## src/rtl/traffic_pkg.sv

```systemverilog
// Shared road indices, default thresholds and emergency-grant FSM encoding for the traffic sensor encoder.
// TRAFFIC_EMG_TIMEOUT_EN adds the default emergency grant timeout constant.
package traffic_pkg;

    localparam int ROAD_SOUTH = 0;
    localparam int ROAD_WEST  = 1;
    localparam int ROAD_NORTH = 2;
    localparam int ROAD_EAST  = 3;
    localparam int NUM_ROADS  = 4;

    localparam int DEF_CNT_W      = 6;
    localparam int DEF_JAM_ON     = 20;
    localparam int DEF_JAM_OFF    = 14;
    localparam int DEF_EMPTY_HOLD = 8;
    localparam int DEF_SIREN_HOLD = 4;
`ifdef TRAFFIC_EMG_TIMEOUT_EN
    localparam int DEF_EMG_MAX    = 200;
`endif

    typedef enum logic [2:0] {
        EMG_IDLE,
        EMG_SOUTH,
        EMG_WEST,
        EMG_NORTH,
        EMG_EAST
    } emg_state_t;

    function automatic logic [1:0] grant_road(input emg_state_t s);
        case (s)
            EMG_WEST:  return 2'(ROAD_WEST);
            EMG_NORTH: return 2'(ROAD_NORTH);
            EMG_EAST:  return 2'(ROAD_EAST);
            default:   return 2'(ROAD_SOUTH);
        endcase
    endfunction

    function automatic logic [3:0] road_onehot(input logic [1:0] r);
        return 4'b0001 << r;
    endfunction

endpackage

```

## src/rtl/road_occupancy_channel.sv

```systemverilog
// One road's occupancy counter with jam hysteresis, empty hold timer and sticky occupancy error.
module road_occupancy_channel
    import traffic_pkg::*;
#(
    parameter int CNT_W      = DEF_CNT_W,
    parameter int JAM_ON     = DEF_JAM_ON,
    parameter int JAM_OFF    = DEF_JAM_OFF,
    parameter int EMPTY_HOLD = DEF_EMPTY_HOLD
) (
    input  logic clk,
    input  logic rst,
    input  logic arrive,
    input  logic depart,
    output logic jam,
    output logic empty,
    output logic occ_err
);

    localparam int EW = $clog2(EMPTY_HOLD + 1);
    localparam logic [CNT_W-1:0] CNT_MAX   = '1;
    localparam logic [CNT_W-1:0] JAM_ON_C  = CNT_W'(JAM_ON);
    localparam logic [CNT_W-1:0] JAM_OFF_C = CNT_W'(JAM_OFF);
    localparam logic [EW-1:0]    HOLD_C    = EW'(EMPTY_HOLD);

    logic [CNT_W-1:0] count;
    logic [EW-1:0]    zero_run;

    // Jam and the zero-run timer look at the registered count, giving one cycle of latency from count to flag.
    always_ff @(posedge clk) begin
        if (!rst) begin
            count    <= '0;
            jam      <= 1'b0;
            zero_run <= '0;
            occ_err  <= 1'b0;
        end else begin
            if (arrive && !depart) begin
                if (count == CNT_MAX) occ_err <= 1'b1;
                else                  count   <= count + CNT_W'(1);
            end else if (depart && !arrive) begin
                if (count == '0) occ_err <= 1'b1;
                else             count   <= count - CNT_W'(1);
            end

            if (count >= JAM_ON_C)      jam <= 1'b1;
            else if (count < JAM_OFF_C) jam <= 1'b0;

            if (count != '0)            zero_run <= '0;
            else if (zero_run != HOLD_C) zero_run <= zero_run + EW'(1);
        end
    end

    assign empty = (zero_run == HOLD_C) && !jam;

endmodule

```

## src/rtl/traffic_sensor_encoder.sv

```systemverilog
// Turns road-side arrive/depart pulses and siren levels into Emergency/Jam/Empty requests for the light controller.
// Define TRAFFIC_EMG_TIMEOUT_EN to bound each emergency grant to EMG_MAX cycles with a per-road lockout.
module traffic_sensor_encoder
    import traffic_pkg::*;
#(
    parameter int CNT_W      = DEF_CNT_W,
    parameter int JAM_ON     = DEF_JAM_ON,
    parameter int JAM_OFF    = DEF_JAM_OFF,
    parameter int EMPTY_HOLD = DEF_EMPTY_HOLD,
`ifdef TRAFFIC_EMG_TIMEOUT_EN
    parameter int EMG_MAX    = DEF_EMG_MAX,
`endif
    parameter int SIREN_HOLD = DEF_SIREN_HOLD
) (
    input  logic       clk,
    input  logic       rst,
    input  logic [3:0] arrive,
    input  logic [3:0] depart,
    input  logic [3:0] siren,
    output logic [3:0] Emergency,
    output logic [3:0] Jam,
    output logic [3:0] Empty,
    output logic [3:0] occ_err
);

    localparam int SW = $clog2(SIREN_HOLD + 1);
    localparam logic [SW-1:0] SIREN_HOLD_C = SW'(SIREN_HOLD);

    for (genvar i = 0; i < NUM_ROADS; i++) begin : g_road
        road_occupancy_channel #(
            .CNT_W      (CNT_W),
            .JAM_ON     (JAM_ON),
            .JAM_OFF    (JAM_OFF),
            .EMPTY_HOLD (EMPTY_HOLD)
        ) u_chan (
            .clk     (clk),
            .rst     (rst),
            .arrive  (arrive[i]),
            .depart  (depart[i]),
            .jam     (Jam[i]),
            .empty   (Empty[i]),
            .occ_err (occ_err[i])
        );
    end

    logic [SW-1:0] siren_run [NUM_ROADS];
    logic [3:0]    qualified;
    emg_state_t    state, state_n;
    logic [1:0]    active_road;

    always_ff @(posedge clk) begin
        if (!rst) begin
            for (int i = 0; i < NUM_ROADS; i++) siren_run[i] <= '0;
        end else begin
            for (int i = 0; i < NUM_ROADS; i++) begin
                if (!siren[i])                          siren_run[i] <= '0;
                else if (siren_run[i] != SIREN_HOLD_C) siren_run[i] <= siren_run[i] + SW'(1);
            end
        end
    end

`ifdef TRAFFIC_EMG_TIMEOUT_EN
    localparam int TW = $clog2(EMG_MAX);
    localparam logic [TW-1:0] TMR_LAST = TW'(EMG_MAX - 1);

    logic [TW-1:0] grant_timer;
    logic [3:0]    lockout;
    logic          timed_out;

    assign timed_out = (state != EMG_IDLE) && (grant_timer == TMR_LAST);

    // A timed-out road stays locked until its siren has been seen low, so a stuck detector cannot hog the junction.
    always_ff @(posedge clk) begin
        if (!rst) begin
            grant_timer <= '0;
            lockout     <= '0;
        end else begin
            grant_timer <= (state == EMG_IDLE) ? '0 : grant_timer + TW'(1);
            for (int i = 0; i < NUM_ROADS; i++) begin
                if (!siren[i]) lockout[i] <= 1'b0;
            end
            if (timed_out && siren[active_road]) lockout[active_road] <= 1'b1;
        end
    end

    always_comb begin
        for (int i = 0; i < NUM_ROADS; i++) qualified[i] = (siren_run[i] == SIREN_HOLD_C) && !lockout[i];
    end
`else
    always_comb begin
        for (int i = 0; i < NUM_ROADS; i++) qualified[i] = (siren_run[i] == SIREN_HOLD_C);
    end
`endif

    always_ff @(posedge clk) begin
        if (!rst) state <= EMG_IDLE;
        else      state <= state_n;
    end

    assign active_road = grant_road(state);

    // Grants are only chosen from IDLE, so a qualified road never preempts and always sees one IDLE cycle first.
    always_comb begin
        state_n = state;
        case (state)
            EMG_IDLE: begin
                if (qualified[ROAD_SOUTH])      state_n = EMG_SOUTH;
                else if (qualified[ROAD_WEST])  state_n = EMG_WEST;
                else if (qualified[ROAD_NORTH]) state_n = EMG_NORTH;
                else if (qualified[ROAD_EAST])  state_n = EMG_EAST;
            end
            default: begin
                if (!siren[active_road]) state_n = EMG_IDLE;
`ifdef TRAFFIC_EMG_TIMEOUT_EN
                else if (timed_out)      state_n = EMG_IDLE;
`endif
            end
        endcase
    end

    assign Emergency = (state == EMG_IDLE) ? 4'b0000 : road_onehot(active_road);

endmodule

```

## config.mk

```make
export PLATFORM = sky130hd
export DESIGN_NAME = traffic_sensor_encoder
export DESIGN_NICKNAME = d
export VERILOG_FILES = /design/src/rtl/traffic_pkg.sv /design/src/rtl/road_occupancy_channel.sv /design/src/rtl/traffic_sensor_encoder.sv
export SDC_FILE = /design/constraint.sdc
export NUM_CORES = 1
export LEC_CHECK = 0
export ABC_AREA = 1
export CORE_AREA = 2 2 104 106
export CTS_BUF_LIST = sky130_fd_sc_hd__clkbuf_16
export DETAILED_ROUTE_END_ITERATION = 16
export DIE_AREA = 0 0 106 108
export PLACE_DENSITY_LB_ADDON = 0.3
export RECOVER_POWER = 100
export SLEW_MARGIN = 20
export SYNTH_ARGS = -nofsm -noshare
export SYNTH_HDL_FRONTEND = slang
export SYNTH_SLANG_ARGS = --single-unit
```

## constraint.sdc

```tcl
create_clock -name clk -period 4.06 [get_ports clk]
set_input_delay 1.218 -clock clk [delete_from_list [all_inputs] [get_ports clk]]
set_output_delay 1.218 -clock clk [all_outputs]
set_load 0.02 [all_outputs]
```

[Yosys cells after proc, flatten, opt, wreduce, memory -nomap -nowiden]
Memories as Yosys holds them, arrays and structs flattened.
Cells that the tools add are included.
Word-level totals
  memory bits (writable): 12
  bits in latches: 0
  memories kept: 1
  flip-flop bits (word level): 51
  bits in read-only memories: 0
Memory list
  siren_run: words 4, bits a word 3, read ports 4, clocked after Yosys merged registers in 0, wr ports 4, RTL line traffic_sensor_encoder.sv:46  | logic [SW-1:0] siren_run [NUM_ROADS];
Cells by class
  $lt $le $gt $ge: 9
  reduce and logical (&&, ||, !) cells: 58
  div/mod/pow operators: 0
  multiply operators: 0
  eq/ne operators: 37
  bitwise logic cells: 9
  add/subtract/negate cells: 16
  multiplexer cells: 87
  shift operators: 1
Operator list (count)
  $mux 6: 16
  $mux 1: 54
  $mux 3: 14
  $add 6x1->6 const B: 4
  $eq 6x6->1 const B: 4
  $ge 6x5->1 const B: 4
  $logic_not 6->1: 4
  $lt 6x4->1 const B: 4
  $reduce_and 3->1: 8
  $reduce_bool 2->1: 12
  $reduce_bool 6->1: 4
  $sub 6x1->6 const B: 4
  $add 4x1->4 const B: 4
  $eq 4x4->1 const B: 4
  $ne 2x2->1 const B: 8
  $ne 4x4->1 const B: 4
  $eq 3x3->1 const B: 5
  $add 3x1->3 const B: 4
  $logic_and 1x1->1: 12
  $logic_not 1->1: 12
  $ne 3x3->1 const B: 4
  $ne 2x1->1 const B: 5
  $or 1x1->1: 8
  $reduce_or 2->1: 4
  other kinds (10): 11

[Logic depth before layout (Yosys ltp)]
Gate-level depths: netlist (run 1).
  depth in word-level cells: 6
  mapped depth: 12
  gate-level depth less buffers: 12

[By module]
From an unflattened synthesis (run 1), not the netlist that was laid out.
Second synthesis, totals
  cell total of the unflattened synthesis: 580
  area, all modules: 4141.5 sq um
By module, submodules not included
  road_occupancy_channel: area each 809.5 sq um, cells each 118, instances 4
  traffic_sensor_encoder: area each 903.4 sq um, cells each 108, instances 1

[Worst setup path before layout (run 1)]
OpenSTA, ideal clock, no wires.
  kind: input -> register
  start: input depart[1]
  end: register g_road[1].u_chan.count[5]
  buffers on the path: 0
  data required time: 3.923 ns
  slack: 1.343 ns
  stages on the path: 12
  arrival: 2.580 ns
  cells stage by stage: inv_1 -> ha_1 -> inv_1 -> ha_1 -> a21oi_1 -> nand2_1 -> a21oi_1 -> inv_1 -> nand2_1 -> nand2_1 -> nand2_1 -> a21oi_1
On the way
  cells in the longest elaborated chain, start to end: 4
  elaborated cells between the ends (all ways): 8
  classes of those cells: eq/ne (2); mux (1); reduce/logical (5)
RTL lines
  from (decl): RTL line traffic_sensor_encoder.sv:18  | input logic [3:0] depart,
  $logic_not 1->1: RTL line road_occupancy_channel.sv:36  | if (arrive && !depart) begin
  $logic_and 1x1->1: RTL line road_occupancy_channel.sv:36
  $ne 2x2->1 (no line), or another cell as far along
  $reduce_and 3->1 (no line)
  to (signal assigned): RTL line road_occupancy_channel.sv:38  | else count <= count + CNT_W'(1);
  to (signal assigned): RTL line road_occupancy_channel.sv:41  | else count <= count - CNT_W'(1);
  to (decl): RTL line road_occupancy_channel.sv:25  | logic [CNT_W-1:0] count;
Several ways; a longest one is shown, not always the timed one.
A chain may end at the register's enable or synchronous reset.

[Worst setup path in the final report (run 1)]
  start: register g_road[1].u_chan.zero_run[0]
  end: output Empty[1]
On the way
  cells in the longest elaborated chain, start to end: 2
RTL lines
  from (decl): RTL line road_occupancy_channel.sv:26  | logic [EW-1:0] zero_run;
  from (signal assigned): RTL line road_occupancy_channel.sv:48  | else if (zero_run != HOLD_C) zero_run <= zero_run + EW'(1);
  $eq 4x4->1: RTL line road_occupancy_channel.sv:52  | assign empty = (zero_run == HOLD_C) && !jam;
  $logic_and 1x1->1: RTL line road_occupancy_channel.sv:52
  to (decl): RTL line traffic_sensor_encoder.sv:22  | output logic [3:0] Empty,
Every way passes these cells.

==> results of run 1 <==
[metrics by stage]
step,total power (W),util,instance area [um^2],hold slack (ns)
final,0.00216,0.442,4530,0.458
after global routing,0.00231,0.442,4530,0.485
after floorplan,0.00122,-,3870,0.442
after CTS,0.00220,0.444,4540,0.470
after detailed placement,0.00136,0.412,4220,0.457
after global placement,0.00134,0.412,4220,0.452
[registers in the layout, summed over array words and instances (netlist names)]
register                count
state                       3
siren_run                  12
g_road.u_chan.count        24
g_road.u_chan.jam           4
g_road.u_chan.occ_err       4
g_road.u_chan.zero_run     16
[worst paths after layout]
| kind | to | slack, ns | cells after the start |
|---|---|---|---|
| worst max-delay path | Empty[1] | 0.77 | 7 |
| worst min-delay path | g_road[2].u_chan.occ_err$_SDFFE_PN0P_ | 0.46 | 1 |
| worst min register to register | g_road[2].u_chan.occ_err$_SDFFE_PN0P_ | 0.46 | 1 |
| worst max register to register | g_road[0].u_chan.count[5]$_SDFFE_PN0P_ | 2.51 | 9 |
[synthesized netlist by cell type (5+ instances only)]
master / count
nand2_1: 82
inv_1: 63
dfxtp_1: 51
nor2_1: 45
a21oi_1: 44
nand3_1: 44
ha_1: 40
o21ai_0: 23
xnor2_1: 23
buf_4: 13
edfxtp_1: 12
xor2_1: 5
[kinds of logic after synthesis]
| logic type | synth area share |
|---|---|
| AOI/OAI and AO/OA | 0.127 |
| xor gates and xnor gates | 0.0634 |
| adders and majority gates | 0.150 |
| buffers and inverters | 0.0935 |
| DFF | 0.357 |
| and+or+nand+nor | 0.208 |
[worst max-delay path: stages, from the launching register on]
cell and delay (ns):
dfxtp_1 0.34, inv_1 0.09, ha_1 0.15, nand2_1 0.06, nor2_1 0.21, inv_1 0.11, nor2_1 0.10, dlygate4sd3_1 0.68
[area by class of cell]
| class | instances | area share |
|---|---|---|
| Inverter | 63 | 0.0522 |
| Tap cell | 136 | 0.0376 |
| Clock inverter | 7 | 0.0210 |
| Sequential cell | 63 | 0.305 |
| Clock buffer | 9 | 0.0498 |
| Multi-Input combinational cell | 347 | 0.468 |
| Timing Repair Buffer | 31 | 0.0658 |
[report_power, final]
group | internal (W) | switching [W]
registers | 0.000705 | 0.0000788
clock network | 0.000538 | 0.000288
logic | 0.000234 | 0.000320
[per-layer routing]
metal | global-route usage | share of wire | wire, um
met3 | 0.0325 | 0.039 | 286
met1 | 0.174 | 0.47 | 3510
met4 | 0.0611 | 0.019 | 144
met2 | 0.235 | 0.47 | 3460
met5 | 0 | 0 | 0
==> results.cfg, run 1 <==
[routing]
drc = 0
wire_per_inst_um = 11.3
drtAntennaViolNets = 0
vias = 3179
drtIter0Drc = 106
firstDrtPassIters = 4
wl_mm = 7.40
vias_per_cell = 4.85

[cells_and_area]
stdcell_count = 656
layout_commonest_cell = nand2_1
area_growth_pct = 17.0
fill_cells = 993
n_antenna_cell = 0
final_layout_size_suffix_gt1_frac = 0.0577
multi_input_area_mm2 = 0.00212
layout_common_cells = nand2_1 (82), inv_1 (63), dfxtp_1 (51), nor2_1 (45), a21oi_1 (45)
final_nets = 573
regArea_mm2 = 0.00138

[synth]
ys_types = 29
syn_inst = 491
synthFlopType = dfxtp_1
seq_area_frac_synth = 0.357
netlist.area_leader.share = 0.264
synth_edf_count = 12
yosys.area.top_type = dfxtp_1
postSynthAreaPerCell_um2 = 7.88
yosysWarnings = 0
synthTopCellsByArea = dfxtp_1 (26%), ha_1 (13%), edfxtp_1 (9.3%)
synth.net_count = 549
synthArstFlopShare = 0
ys_seq_elements = 63
synthesis.area_mm2 = 0.00387

[die]
initial_core_util = 0.378
num_rows = 37
dieArea_mm2 = 0.0114
io_pins = 30
die_w_um = 106
coreArea_mm2 = 0.0102
die_h_um = 108

[sta]
clock_skew_ns = 0.00606
setup_viol = 0
layout_setup_ws_ns = 0.768
slew_headroom = 0.406
period_share = 0.811
fin_crit_ns = 3.29
finalHoldViolations = 0
slew_violations = 0
worstMarginPinSlew_ns = 0.892
timing.fmax_ghz = 0.304
setup-tns-final_ns = 0
rsz0062_at_grt = false

[global_route]
track_usage = 0.141
grt_max_degree = 21
grt_pass1_wl_mm = 13.0
grt_overflow = 0
antenna_found_initial = 0
grt_pass1_vias = 2951

[setup_path]
start_kind = register
path_class = register to output port
crit_path_start = g_road[1].u_chan.zero_run[0]$_SDFFE_PP0P_
path_max_fanout = 4
critPathCaptureType = output port
cp.required_ns = 2.84
r2r-start = g_road[0].u_chan.count[2]$_SDFFE_PN0P_
worstPathArrival_ns = 2.07

[clock_network]
htreeDepth = 3
cts_max_path_buffers = 2
cts.sinks = 63
insertion_delay_ns = 0.33
clk_pin_slew_ns = 0.06
cts_setup_buffers = 0
post_cts_resized = 0
hold_buffers = 0
cts_tree = done
clockRootBuffer = clkbuf_16
numCtsBuffers = 9

[placed_design]
place.port_buffers = 29
dp_hpwl_mm = 5.52
dp.cells = 640
routabilityCongestion = 0.841
place_ws_ns = 0.686

[power_and_ir_drop]
powerDensity_mw_per_mm2 = 478
ir_drop_mv = 0.216
leakagePower_nw = 2.07

[status]
status = completed

[run]
cap_viol_max_count = 0

[hold_path]
hold_class = register to register
min-delay-start = g_road[2].u_chan.occ_err$_SDFFE_PN0P_
No activity file was read; power rests on OpenSTA's default activity.
==> run 2: changes to the inputs <==
==> constraint.sdc (replaced) <==
create_clock -name clk -period 2.95 [get_ports clk]
set_input_delay 0.885 -clock clk [delete_from_list [all_inputs] [get_ports clk]]
set_output_delay 0.885 -clock clk [all_outputs]
set_load 0.02 [all_outputs]
==> results.cfg, run 2 (same netlist as run 1, synthesis figures left out) <==
[status]
status = completed

[routing]
wire_per_inst_um = 11.4
wl_mm = 7.51
drtIter0Drc = 99
wl_met3_um = 282
wl_met2_mm = 3.61
dr.max_layer_used = met4
vias_per_cell = 4.79
drtAntennaViolNets = 0
drt-met1-wl_mm = 3.54
vias = 3166
firstDrtPassIters = 4
drc = 0

[sta]
rsz0062_at_grt = false
setup_viol = 0
slew_headroom = 0.544
fin_crit_ns = 2.79
finalHoldViolations = 0
timing.fmax_ghz = 0.358
period_share = 0.946
worstMarginPinSlew_ns = 0.685
whs_ns = 0.462
slew_violations = 0
clock_skew_ns = 0.00501

[global_route]
grt_pass1_vias = 3042
track_usage = 0.139
grt_max_degree = 17
grt_pass1_wl_mm = 13.0
grt_overflow = 0
antenna_found_initial = 0

[clock_network]
clk_pin_slew_ns = 0.05
cts.sinks = 63
cts_tree = done
clockRootBuffer = clkbuf_16
htreeDepth = 3
cts_setup_buffers = 0
numCtsBuffers = 9
cts_max_path_buffers = 2
insertion_delay_ns = 0.32

[cells_and_area]
regMostFlops = g_road.u_chan.count
largestRegisters = g_road.u_chan.count: 24 flops, g_road.u_chan.zero_run: 16 flops, siren_run: 12 flops
final_layout_size_suffix_gt1_frac = 0.0533
n_antenna_cell = 0
area_growth_pct = 16.0
layout_common_cells = nand2_1 (84), inv_1 (64), dfxtp_1 (51), a21oi_1 (46), nand3_1 (44)
fin_util = 0.438
stdcell_count = 661
layout_commonest_cell = nand2_1
design_area_mm2 = 0.00449
final_nets = 579
largest_reg_flops = 24

[placed_design]
dp.cells = 646
routabilityCongestion = 0.852
dp_hpwl_mm = 5.65
place.port_buffers = 29
dpl_cell_area_mm2 = 0.00426

[die]
die_w_um = 106
dieArea_mm2 = 0.0114
io_pins = 30
die_h_um = 108
num_rows = 37
coreArea_mm2 = 0.0102
initial_core_util = 0.378

[setup_path]
r2r-end = g_road[1].u_chan.count[1]$_SDFFE_PN0P_
start_kind = register
r2r-start = g_road[1].u_chan.count[3]$_SDFFE_PN0P_
critPathCaptureType = output port
path_class = register to output port
cp.required_ns = 2.07
ff2ff_setup_slack_ns = 1.36
worstPathArrival_ns = 1.91
rr_worst_depth = 5
path_max_fanout = 4

[power_and_ir_drop]
finalPower_w = 0.00277
p_comb_frac = 0.276
intPower_w = 0.00185
powerDensity_mw_per_mm2 = 617
p_switching_w = 0.000919
pwr-share-clk = 0.334
seqPwrFrac = 0.390
swShare = 0.332
ir_drop_mv = 0.275
leakagePower_nw = 2.05

[run]
cap_viol_max_count = 0

[hold_path]
whs_path_depth = 1
hold_path_end = g_road[1].u_chan.occ_err$_SDFFE_PN0P_
min-delay-start = g_road[1].u_chan.occ_err$_SDFFE_PN0P_
hold_class = register to register
-- run 2: cell count changes in the layout (fill, tap and decap cells not counted), sizes merged --
cell | previous run | this run
clkinv | 3 | 4
clkbuf | 11 | 15
bufinv | 2 | 0
buf | 0 | 2
dlygate4sd3 | 21 | 17
clkdlybuf4s50 | 8 | 12
-- run 2: layout make-up --
type / instances / area [um^2]
Clock buffer: 9 / 225
Sequential cell: 63 / 1380
Fill cell: 1053 / 5750
Timing Repair Buffer: 37 / 328
Inverter: 63 / 236
Clock inverter: 6 / 28.8
Tap cell: 136 / 170
Multi-Input combinational cell: 347 / 2120
-- run 2: worst max-delay path by stage --
stage	startpoint	to	slack (ns)	depth (start not counted)
floorplan	depart[1]	g_road[1].u_chan.count[5]$_SDFFE_PN0P_	0.57	12
global placement	depart[3]	g_road[3].u_chan.count[5]$_SDFFE_PN0P_	0.04	13
detailed placement	depart[3]	g_road[3].u_chan.count[5]$_SDFFE_PN0P_	-0.01	13
CTS	g_road[2].u_chan.zero_run[0]$_SDFFE_PP0P_	Empty[2]	0.06	7
global route	g_road[1].u_chan.zero_run[0]$_SDFFE_PP0P_	Empty[1]	0.009	7
finish	g_road[1].u_chan.zero_run[0]$_SDFFE_PP0P_	Empty[1]	0.16	7
-- run 2: worst max-delay path: stages (launching register included) --
cell and delay [ns]:
dfxtp_1 0.34, inv_1 0.09, ha_1 0.14, nand2_1 0.07, nor2_2 0.15, inv_1 0.10
nor2_1 0.09, clkdlybuf4s50_1 0.60
-- run 2: per-stage QoR --
stage,TNS [ns],setup WS (ns)
floorplan,0,0.566
global placement,0,0.0437
detailed placement,-0.0127,-0.0127
CTS,0,0.0638
global route,0,0.00918
finish,0,0.160
-- run 2: layer usage --
layer,up-vias,GRT usage
met3,6,0.0398
met4,0,0.0489
met5,-,0
met1,1445,0.163
li1,1669,-
met2,46,0.245
-- run 2: power by group through the flow --
stage          Clock (W)  Combinational [W]  Sequential [W]
5_1_grt         0.000981           0.000883         0.00110
4_1_cts         0.000946           0.000787         0.00108
3_3_place_gp           0           0.000761         0.00109
2_1_floorplan          0           0.000621         0.00106
6_report        0.000924           0.000762         0.00108
3_5_place_dp           0           0.000778         0.00110
-- run 2: timing repair --
| action | CTS | global route |
|---|---|---|
| hold buffers | 0 | 0 |
| setup endpoints to repair | 0 | 3 |
| gates resized for setup | 0 | 3 |
